`src/rtl/sc_node_rr_arbiter_pkg.sv`:
```
// Shared SC channel widths, arbiter state
// encoding and the round-robin pick helper.
package sc_node_rr_arbiter_pkg;

  localparam int SC_AW_W = 174;
  localparam int SC_AR_W = 174;
  localparam int SC_W_W  = 592;
  localparam int SC_R_W  = 533;
  localparam int SC_B_W  = 7;
  localparam int RR_MAX  = 16;

  typedef enum logic {
    IDLE = 1'b0,
    XFER = 1'b1
  } arb_state_e;

  // First set req bit searching upward from
  // ptr+1 (mod n). Walking the distance from
  // far to near lets the nearest hit win.
  function automatic int rr_pick(
    input logic [RR_MAX-1:0] req,
    input int                ptr,
    input int                n
  );
    int sel;
    int idx;
    sel = ptr;
    for (int k = RR_MAX; k >= 1; k--) begin
      if (k <= n) begin
        idx = (ptr + k) % n;
        if (req[idx[3:0]]) sel = idx;
      end
    end
    return sel;
  endfunction

endpackage

```
`src/rtl/sc_node_rr_arbiter_if.sv`:
```
// SC node channel bundle, N lanes wide.
// master drives req/send/payld/info, slave drives recv.
interface sc_node_rr_arbiter_if
  import sc_node_rr_arbiter_pkg::*;
#(
  parameter int N       = 1,
  parameter int PAYLD_W = SC_AW_W,
  parameter int INFO_W  = 1
);

  logic [N-1:0]         req;
  logic [N-1:0]         send;
  logic [N-1:0]         recv;
  logic [N*PAYLD_W-1:0] payld;
  logic [N*INFO_W-1:0]  info;

  modport master (
    output req, send, payld, info,
    input  recv
  );

  modport slave (
    input  req, send, payld, info,
    output recv
  );

endinterface

```
`src/rtl/sc_node_rr_arbiter_pick.sv`:
```
// Combinational round-robin picker.
// req + ptr -> idx of next requester, valid.
module sc_rr_pick
  import sc_node_rr_arbiter_pkg::*;
#(
  parameter int NUM_S = 4,
  parameter int IW    = $clog2(NUM_S)
) (
  input  logic [NUM_S-1:0] req,
  input  logic [IW-1:0]    ptr,
  output logic [IW-1:0]    idx,
  output logic             valid
);

  logic [RR_MAX-1:0] req_w;
  int                pick;

  always_comb begin
    req_w            = '0;
    req_w[NUM_S-1:0] = req;
    pick  = rr_pick(req_w, int'(ptr), NUM_S);
    idx   = IW'(pick);
    valid = |req;
  end

endmodule

```
`src/rtl/sc_node_rr_arbiter.sv`:
```
// Packet-locked round-robin arbiter of NUM_S SC
// sources onto one registered downstream node.
module sc_node_rr_arbiter
  import sc_node_rr_arbiter_pkg::*;
#(
  parameter int NUM_S    = 4,
  parameter int PAYLD_W  = SC_AW_W,
  parameter int INFO_W   = 1,
  parameter int LAST_BIT = 0,
  parameter int IW       = $clog2(NUM_S)
) (
  input  logic                sc_aclk,
  input  logic                sc_aresetn,
  sc_node_rr_arbiter_if.slave  s_sc,
  sc_node_rr_arbiter_if.master m_sc,
  output logic [IW-1:0]       grant_idx,
  output logic                busy
);

  arb_state_e state_q, state_d;

  logic [IW-1:0]      rr_ptr_q, rr_ptr_d;
  logic [IW-1:0]      grant_q, grant_d;
  logic               out_full_q, out_full_d;
  logic [PAYLD_W-1:0] out_payld_q, out_payld_d;
  logic [INFO_W-1:0]  out_info_q, out_info_d;

  logic [IW-1:0]      pick_idx;
  logic               pick_vld;
  logic               accept_ok;
  logic               beat;
  logic [PAYLD_W-1:0] sel_payld;
  logic [INFO_W-1:0]  sel_info;

  sc_rr_pick #(
    .NUM_S (NUM_S),
    .IW    (IW)
  ) u_pick (
    .req   (s_sc.req),
    .ptr   (rr_ptr_q),
    .idx   (pick_idx),
    .valid (pick_vld)
  );

  always_comb begin
    accept_ok   = !out_full_q || m_sc.recv[0];
    sel_payld   = s_sc.payld[grant_q*PAYLD_W +: PAYLD_W];
    sel_info    = s_sc.info[grant_q*INFO_W +: INFO_W];
    s_sc.recv   = '0;
    beat        = 1'b0;
    state_d     = state_q;
    grant_d     = grant_q;
    rr_ptr_d    = rr_ptr_q;
    out_full_d  = out_full_q;
    out_payld_d = out_payld_q;
    out_info_d  = out_info_q;

    if (out_full_q && m_sc.recv[0])
      out_full_d = 1'b0;

    unique case (state_q)
      IDLE: begin
        if (pick_vld) begin
          grant_d = pick_idx;
          state_d = XFER;
        end
      end
      XFER: begin
        s_sc.recv[grant_q] = accept_ok;
        beat = s_sc.send[grant_q] && accept_ok;
        // a new beat overrides the drain clear
        if (beat) begin
          out_full_d  = 1'b1;
          out_payld_d = sel_payld;
          out_info_d  = sel_info;
          if (sel_payld[LAST_BIT]) begin
            rr_ptr_d = grant_q;
            state_d  = IDLE;
          end
        end
      end
    endcase
  end

  always_ff @(posedge sc_aclk or negedge sc_aresetn) begin
    if (!sc_aresetn) begin
      state_q     <= IDLE;
      rr_ptr_q    <= IW'(NUM_S - 1);
      grant_q     <= '0;
      out_full_q  <= 1'b0;
      out_payld_q <= '0;
      out_info_q  <= '0;
    end else begin
      state_q     <= state_d;
      rr_ptr_q    <= rr_ptr_d;
      grant_q     <= grant_d;
      out_full_q  <= out_full_d;
      out_payld_q <= out_payld_d;
      out_info_q  <= out_info_d;
    end
  end

  assign busy       = (state_q == XFER);
  assign grant_idx  = grant_q;
  assign m_sc.send  = out_full_q;
  assign m_sc.req   = busy || out_full_q;
  assign m_sc.payld = out_payld_q;
  assign m_sc.info  = out_info_q;

endmodule

```
`src/flat_wrapper.sv`:
```
// flat-port wrapper written by rule: the top's interface ports become plain ports
module sc_node_rr_arbiter_flat import sc_node_rr_arbiter_pkg::*;
#(
  parameter int NUM_S    = 4,
  parameter int PAYLD_W  = SC_AW_W,
  parameter int INFO_W   = 1,
  parameter int LAST_BIT = 0,
  parameter int IW       = $clog2(NUM_S)
)
  (sc_aclk, sc_aresetn, grant_idx, busy, s_sc_req, s_sc_send, s_sc_payld, s_sc_info, s_sc_recv, m_sc_req, m_sc_send, m_sc_payld, m_sc_info, m_sc_recv);
  sc_node_rr_arbiter_if #(.N((4)), .PAYLD_W(PAYLD_W), .INFO_W(INFO_W)) s_sc_i ();
  sc_node_rr_arbiter_if #(.N(1), .PAYLD_W(PAYLD_W), .INFO_W(INFO_W)) m_sc_i ();
  input  logic sc_aclk;
  input  logic sc_aresetn;
  output logic [IW-1:0] grant_idx;
  output logic busy;
  input wire logic [$bits(s_sc_i.req)-1:0] s_sc_req;
  input wire logic [$bits(s_sc_i.send)-1:0] s_sc_send;
  input wire logic [$bits(s_sc_i.payld)-1:0] s_sc_payld;
  input wire logic [$bits(s_sc_i.info)-1:0] s_sc_info;
  output wire logic [$bits(s_sc_i.recv)-1:0] s_sc_recv;
  output wire logic [$bits(m_sc_i.req)-1:0] m_sc_req;
  output wire logic [$bits(m_sc_i.send)-1:0] m_sc_send;
  output wire logic [$bits(m_sc_i.payld)-1:0] m_sc_payld;
  output wire logic [$bits(m_sc_i.info)-1:0] m_sc_info;
  input wire logic [$bits(m_sc_i.recv)-1:0] m_sc_recv;
  assign s_sc_i.req = s_sc_req;
  assign s_sc_i.send = s_sc_send;
  assign s_sc_i.payld = s_sc_payld;
  assign s_sc_i.info = s_sc_info;
  assign s_sc_recv = s_sc_i.recv;
  assign m_sc_req = m_sc_i.req;
  assign m_sc_send = m_sc_i.send;
  assign m_sc_payld = m_sc_i.payld;
  assign m_sc_info = m_sc_i.info;
  assign m_sc_i.recv = m_sc_recv;
  sc_node_rr_arbiter #(.NUM_S(NUM_S), .PAYLD_W(PAYLD_W), .INFO_W(INFO_W), .LAST_BIT(LAST_BIT), .IW(IW)) u_core (.sc_aclk(sc_aclk), .sc_aresetn(sc_aresetn), .s_sc(s_sc_i), .m_sc(m_sc_i), .grant_idx(grant_idx), .busy(busy));
endmodule
```
`config.mk`:
```
export PLATFORM = sky130hd
export DESIGN_NAME = sc_node_rr_arbiter_flat
export DESIGN_NICKNAME = d
export VERILOG_FILES = /design/src/rtl/sc_node_rr_arbiter_pkg.sv /design/src/rtl/sc_node_rr_arbiter_if.sv /design/src/rtl/sc_node_rr_arbiter_pick.sv /design/src/rtl/sc_node_rr_arbiter.sv /design/src/flat_wrapper.sv
export SDC_FILE = /design/constraint.sdc
export NUM_CORES = 1
export LEC_CHECK = 0
export CAP_MARGIN = 20
export CORE_AREA = 5 5 342 344
export DETAILED_ROUTE_END_ITERATION = 8
export DIE_AREA = 0 0 347 349
export PLACE_DENSITY = 0.37
export SYNTH_ARGS = -nofsm -noshare
export SYNTH_HDL_FRONTEND = slang
export SYNTH_SLANG_ARGS = --single-unit
```
`constraint.sdc`:
```
create_clock -name sc_aclk -period 2.1 [get_ports sc_aclk]
set_input_delay 0.315 -clock sc_aclk [delete_from_list [all_inputs] [get_ports sc_aclk]]
set_output_delay 0.315 -clock sc_aclk [all_outputs]
set_load 0.01 [all_outputs]
```
-- Word level (Yosys, flattened, before mapping)
Index checks and enable logic that the tools add are counted.
W data, S select, Z words.
- bits in registers: 181
- output and inout bits: 184
- add/sub/neg operators: 4
- $mul: 1
- magnitude comparators: 6
- shift operators: 2
- mux-type cells: 24
- bitwise logic cells: 6
- reductions and logical operators: 14
- operators by type and width (cell ; count):
    $shiftx A696 B11 Y174 ; 1
    $lt A4 B5 Y1 const B ; 4
    $bmux W1 S3 ; 4
    $mux W1 ; 12
    $mul A2 B7 Y9 const B ; 1
    $mux W2 ; 4
    $reduce_or A2 Y1 ; 4
    $add A2 B1 Y2 const B ; 2
    $add A2 B2 Y2 const B ; 2
    $and A1 B1 Y1 const A ; 4
    $and A4 B4 Y4 ; 1
    $mux W4 ; 1
    $reduce_and A2 Y1 ; 2
    $reduce_or A4 Y1 ; 1
    $shiftx A4 B3 Y1 ; 1
    $logic_and A1 B1 Y1 ; 3
    $lt A2 B3 Y1 const B ; 1
    $reduce_and A3 Y1 ; 1
    $bmux W1 S2 ; 1
    $demux W1 S2 ; 1
    $ge A2 B1 Y1 const B ; 1
    $logic_or A1 B1 Y1 ; 2
    $pmux W1 S2 ; 1
    $logic_not A1 Y1 ; 1
    $not A1 Y1 ; 1

-- Longest topological paths before layout
- depth in word-level cells: 9
- gate-level depth with buffers: 6

-- Cells and area by module
A second synthesis with hierarchy kept.
- cells, all modules: 624
- area total of the unflattened synthesis: 11031.8 um^2
- modules (own cells, without submodules) (module ; times used ; cells each ; area each (um^2) ; sequential area each (um^2)):
    sc_node_rr_arbiter ; 1 ; 610 ; 10959.3 ; 4531.8
    sc_rr_pick ; 1 ; 14 ; 72.6 ; 0.0

-- Worst setup path after synthesis
OpenSTA, ideal clock, no wires.
- path type: reg-to-reg
- start point: register u_core.grant_q[0] (netlist: u_core.grant_idx[0])
- end point: register u_core.out_payld_q[100] (netlist: u_core.m_sc.payld[100])
- arrival time: 1.884 ns
- required time: 1.973 ns
- slack: 0.089 ns
- cell stages (with the launch flop): 6
- period minus slack after synthesis: 2.011 ns
- cells stage by stage: dfrtp_1 > buf_2 > buf_4 > buf_2 > mux4_2 > mux2_1
- word-level cells in the longest chain between the ends: 4
- elaborated cells on any way between the ends: 6
- classes of those cells: mul: 1; shift: 1; mux: 2; reduce/logical: 2
- ends and longest elaborated chain (what ; line ; source):
    start, declared ; sc_node_rr_arbiter.sv:23 ; logic [IW-1:0] grant_q, grant_d;
    start signal, assigned ; sc_node_rr_arbiter.sv:96 ; grant_q <= grant_d;
    branches (longest 4 deep; another with $mul A2 B7 Y9) ; - ;
    end signal, assigned ; sc_node_rr_arbiter.sv:98 ; out_payld_q <= out_payld_d;
    end, declared ; sc_node_rr_arbiter.sv:25 ; logic [PAYLD_W-1:0] out_payld_q, out_payld_d;
Parallel ways; which one is timed is not known. The select of a mux whose other input is x is not followed.
A chain may end at the register's enable or synchronous reset.

-- Worst setup path after layout
- start point: register u_core.grant_q[0] (netlist: u_core.grant_idx[0])
- end point: register u_core.out_payld_q[80] (netlist: u_core.m_sc.payld[80])
Same word-level chain as after synthesis.

==> flow_metrics.py <==
metrics = {
    "run_status": {
        "status": "complete, but fails checks",
        "violations": "setup timing",
    },
    "cts": {
        "cts_htree_levels": 4,
        "worst_skew_pair.late_latency_ns": 0.49,
        "clkTransAtPathRegs_ns": 0.08,
        "cts_made_buffers": 17,
        "tritoncts": "built",
        "root_buffer": "clkbuf_16",
        "cts.sinks": 181,
        "clockBufferDepth": 2,
    },
    "timing": {
        "setup_tns_ns": -7.21,
        "setup_viol": 136,
        "relSlewSlack_pct": 59.6,
        "hold-worst-slack_ns": 0.428,
        "finalWorstSetupSlack_ns": -0.103,
        "rsz0062_at_grt": "yes",
        "fmaxAchievable_ghz": 0.454,
        "finalMaxSlewViolations": 0,
        "min_period_ns": 2.20,
        "timing.final.hold_violations": 0,
        "fin_crit_sh_pct": 105,
        "fin_worst_skew_ns": 0.00897,
        "worst_pin_slew_ns": 0.600,
    },
    "setup_path": {
        "slowest_delay_ns": 0.51,
        "cpMaxStageDelayCell": "dfrtp_4",
        "start_kind": "flip-flop",
        "setup.worst_path.end_class": "flip-flop",
        "arrival_ns": 2.58,
        "required_ns": 2.47,
        "crit_start": "u_core.grant_idx[0]",
        "crit_top_cell": "buf_12",
        "r2r-start": "u_core.grant_idx[0]",
        "path_cells": "buf_6 -> mux4_2 -> nand3_4 -> buf_12 -> buf_12 -> clkbuf_16 -> mux2_4",
        "path_class": "flip-flop to flip-flop",
        "path_max_fanout": 6,
    },
    "synth": {
        "synth_area_sq_mm": 0.0111,
        "syn_area_per_cell_sq_um": 17.6,
        "syn-instance-count": 627,
        "syn-num-nets": 1338,
        "synth-adder-area-share_pct": 0,
        "seq_area_frac_synth_pct": 41.0,
        "synth_warnings": 0,
        "synth_top_family_by_area": "multiplexers",
        "synth_xor_area_share_pct": 0,
        "synth_compound_area_share_pct": 0.509,
        "ys_ff_latch": 181,
        "synth_cell_type_count": 30,
        "synthSimpleGateAreaFrac_pct": 1.10,
        "synth_mux_area_share_pct": 53.9,
    },
    "floorplanning": {
        "start_util_pct": 9.73,
        "fp.dieArea_sq_mm": 0.121,
        "die_w_um": 347,
        "fp.coreArea_sq_mm": 0.114,
        "fp-row-count": 124,
        "ioPinCount": 895,
        "die_h_um": 349,
    },
    "route": {
        "vias": 10500,
        "via_per_inst": 3.37,
        "wl_per_cell_um": 25.1,
        "drt-initial-drc-count": 370,
        "drc": 0,
        "firstDrtPassIters": 4,
        "ant_nets": 0,
        "drt-total-wl_mm": 78.2,
    },
    "global_route": {
        "grt_pass1_wl_mm": 103,
        "grt_pass1_vias": 11900,
        "grt_overflow": 0,
        "antenna_found_initial": 41,
        "track_usage_pct": 12.3,
        "grt_max_degree": 53,
    },
    "cells_and_area": {
        "drive_above_1_share_pct": 24.7,
        "num-nets-final": 2288,
        "areaGrowthSynthToFinish_pct": 113,
        "mostFrequentLayoutCells": "886 x clkdlybuf4s50_1, 176 x mux4_2, 175 x dfrtp_1",
        "final_common_cell": "clkdlybuf4s50_1",
        "fill_cells": 12200,
    },
    "power_and_ir_drop": {
        "power.density_mw_per_mm2": 1240,
        "p_leak_nw": 8.72,
        "vdd_ir_drop_max_mv": 0.643,
    },
    "min_path": {
        "hp-class": "primary input to asynchronous set/reset pin",
    },
    "place": {
        "post-dp-hpwl_mm": 67.0,
        "globalplace.congestion": 0.873,
        "port_buffers": 894,
    },
    "job": {
        "maxCapViolCount": 0,
    },
}
==> per-stage QoR <==
step / std cells / setup slack (ns) / power [W] / utilization, % / instance area [sq um]
detailed placement: 3045 / -0.216 / 0.0245 / 19.7 / 22300
CTS: 3088 / -0.102 / 0.0288 / 20.4 / 23200
floorplan: 627 / 0.0887 / 0.0152 / - / 11100
finish: 3111 / -0.103 / 0.0293 / 20.8 / 23600
global route: 3104 / -0.139 / 0.0312 / 20.7 / 23600
global placement: 3045 / -0.195 / 0.0244 / 19.7 / 22300
==> final timing paths <==
kind	endpoint	slack [ns]	cells after the start
min in group sc_aclk	u_core.m_sc.payld[3]	0.49	1
hold reg to reg	u_core.m_sc.payld[3]	0.49	1
setup / recovery	u_core.m_sc.payld[80]	-0.10	7
hold / removal	u_core.m_sc.payld[83]	0.43	2
max in group asynchronous	u_core.m_sc.payld[68]	1.07	3
setup reg to reg	u_core.m_sc.payld[80]	-0.10	7
==> cells by family after synthesis <==
logic type	Yosys count
mux	353
flops	181
buf+inv	63
simple gates	22
compound gates	8
==> synthesized netlist by cell type <==
| master | number | share of area, % |
|---|---|---|
| nor2_1 | 5 | 0.17 |
| nand3_2 | 1 | 0.091 |
| buf_6 | 16 | 1.6 |
| mux2_2 | 38 | 3.9 |
| mux2_1 | 138 | 14 |
| clkbuf_1 | 18 | 0.61 |
| nor3_1 | 2 | 0.091 |
| buf_2 | 22 | 1.0 |
| a21bo_2 | 1 | 0.091 |
| dfstp_2 | 2 | 0.48 |
| buf_4 | 1 | 0.068 |
| nor4_1 | 1 | 0.057 |
| nand2_1 | 2 | 0.068 |
| nand4_1 | 1 | 0.057 |
| o21ai_0 | 2 | 0.091 |
| mux2i_1 | 1 | 0.091 |
| a21boi_0 | 1 | 0.068 |
| mux4_2 | 176 | 36 |
| nand2b_1 | 2 | 0.11 |
| and3b_1 | 1 | 0.079 |
| nand3_1 | 3 | 0.14 |
| nor2b_1 | 1 | 0.057 |
| or2_2 | 2 | 0.11 |
| inv_1 | 2 | 0.068 |
| buf_1 | 4 | 0.14 |
| a21oi_1 | 2 | 0.091 |
| dfrtp_1 | 179 | 41 |
| o41a_1 | 1 | 0.10 |
| nor3b_1 | 1 | 0.068 |
| o31ai_1 | 1 | 0.068 |
==> worst max-delay path: cells and delay by family, from the launching register on <==
family                 cells  cell delay, ns
muxes                      2            0.78
buffers and inverters      4            0.61
DFF                        1            0.51
and+or+nand+nor            1            0.14
==> per-layer routing <==
metal,GRT usage (%),part of all wire (%)
met1,14.7,40
met2,21.9,51
met3,3.92,7.2
met4,2.34,1.2
met5,0,0.078
==> cell type report <==
cell class	count	area, sq um	share of cell area, %
clock inverter	14	165	0.700
inverter	2	7.51	0.0318
timing repair buffer	992	10200	43.4
antenna	9	22.5	0.0955
tap	1512	1890	8.02
multi-input combinational	383	6290	26.7
clock buffer	18	439	1.86
sequential	181	4540	19.3
==> power breakdown <==
| group | internal [W] | switching [W] | leakage (nW) |
|---|---|---|---|
| Sequential | 0.00542 | 0.00117 | 2.11 |
| Clock | 0.00182 | 0.00164 | 0.295 |
| Combinational | 0.0116 | 0.00768 | 6.31 |
==> state kept, by name, summed over array words and instances, names as in the netlist <==
name               count
u_core.m_sc.payld    174
u_core.grant_idx       2
u_core.rr_ptr_q        2
u_core.busy            1
u_core.m_sc.info       1
u_core.m_sc.send       1
==> timing repair <==
item | in CTS | in global routing
cloned | 2 | 6
endpoints found under the setup margin | 150 | 164
hold endpoints to repair | 36 | 0
buffers inserted | 11 | 8
hold buffers | 1 | 0
gates resized for setup | 35 | 47
pin swaps | 0 | 2
Note: power is estimated with default switching activity, not from simulation.
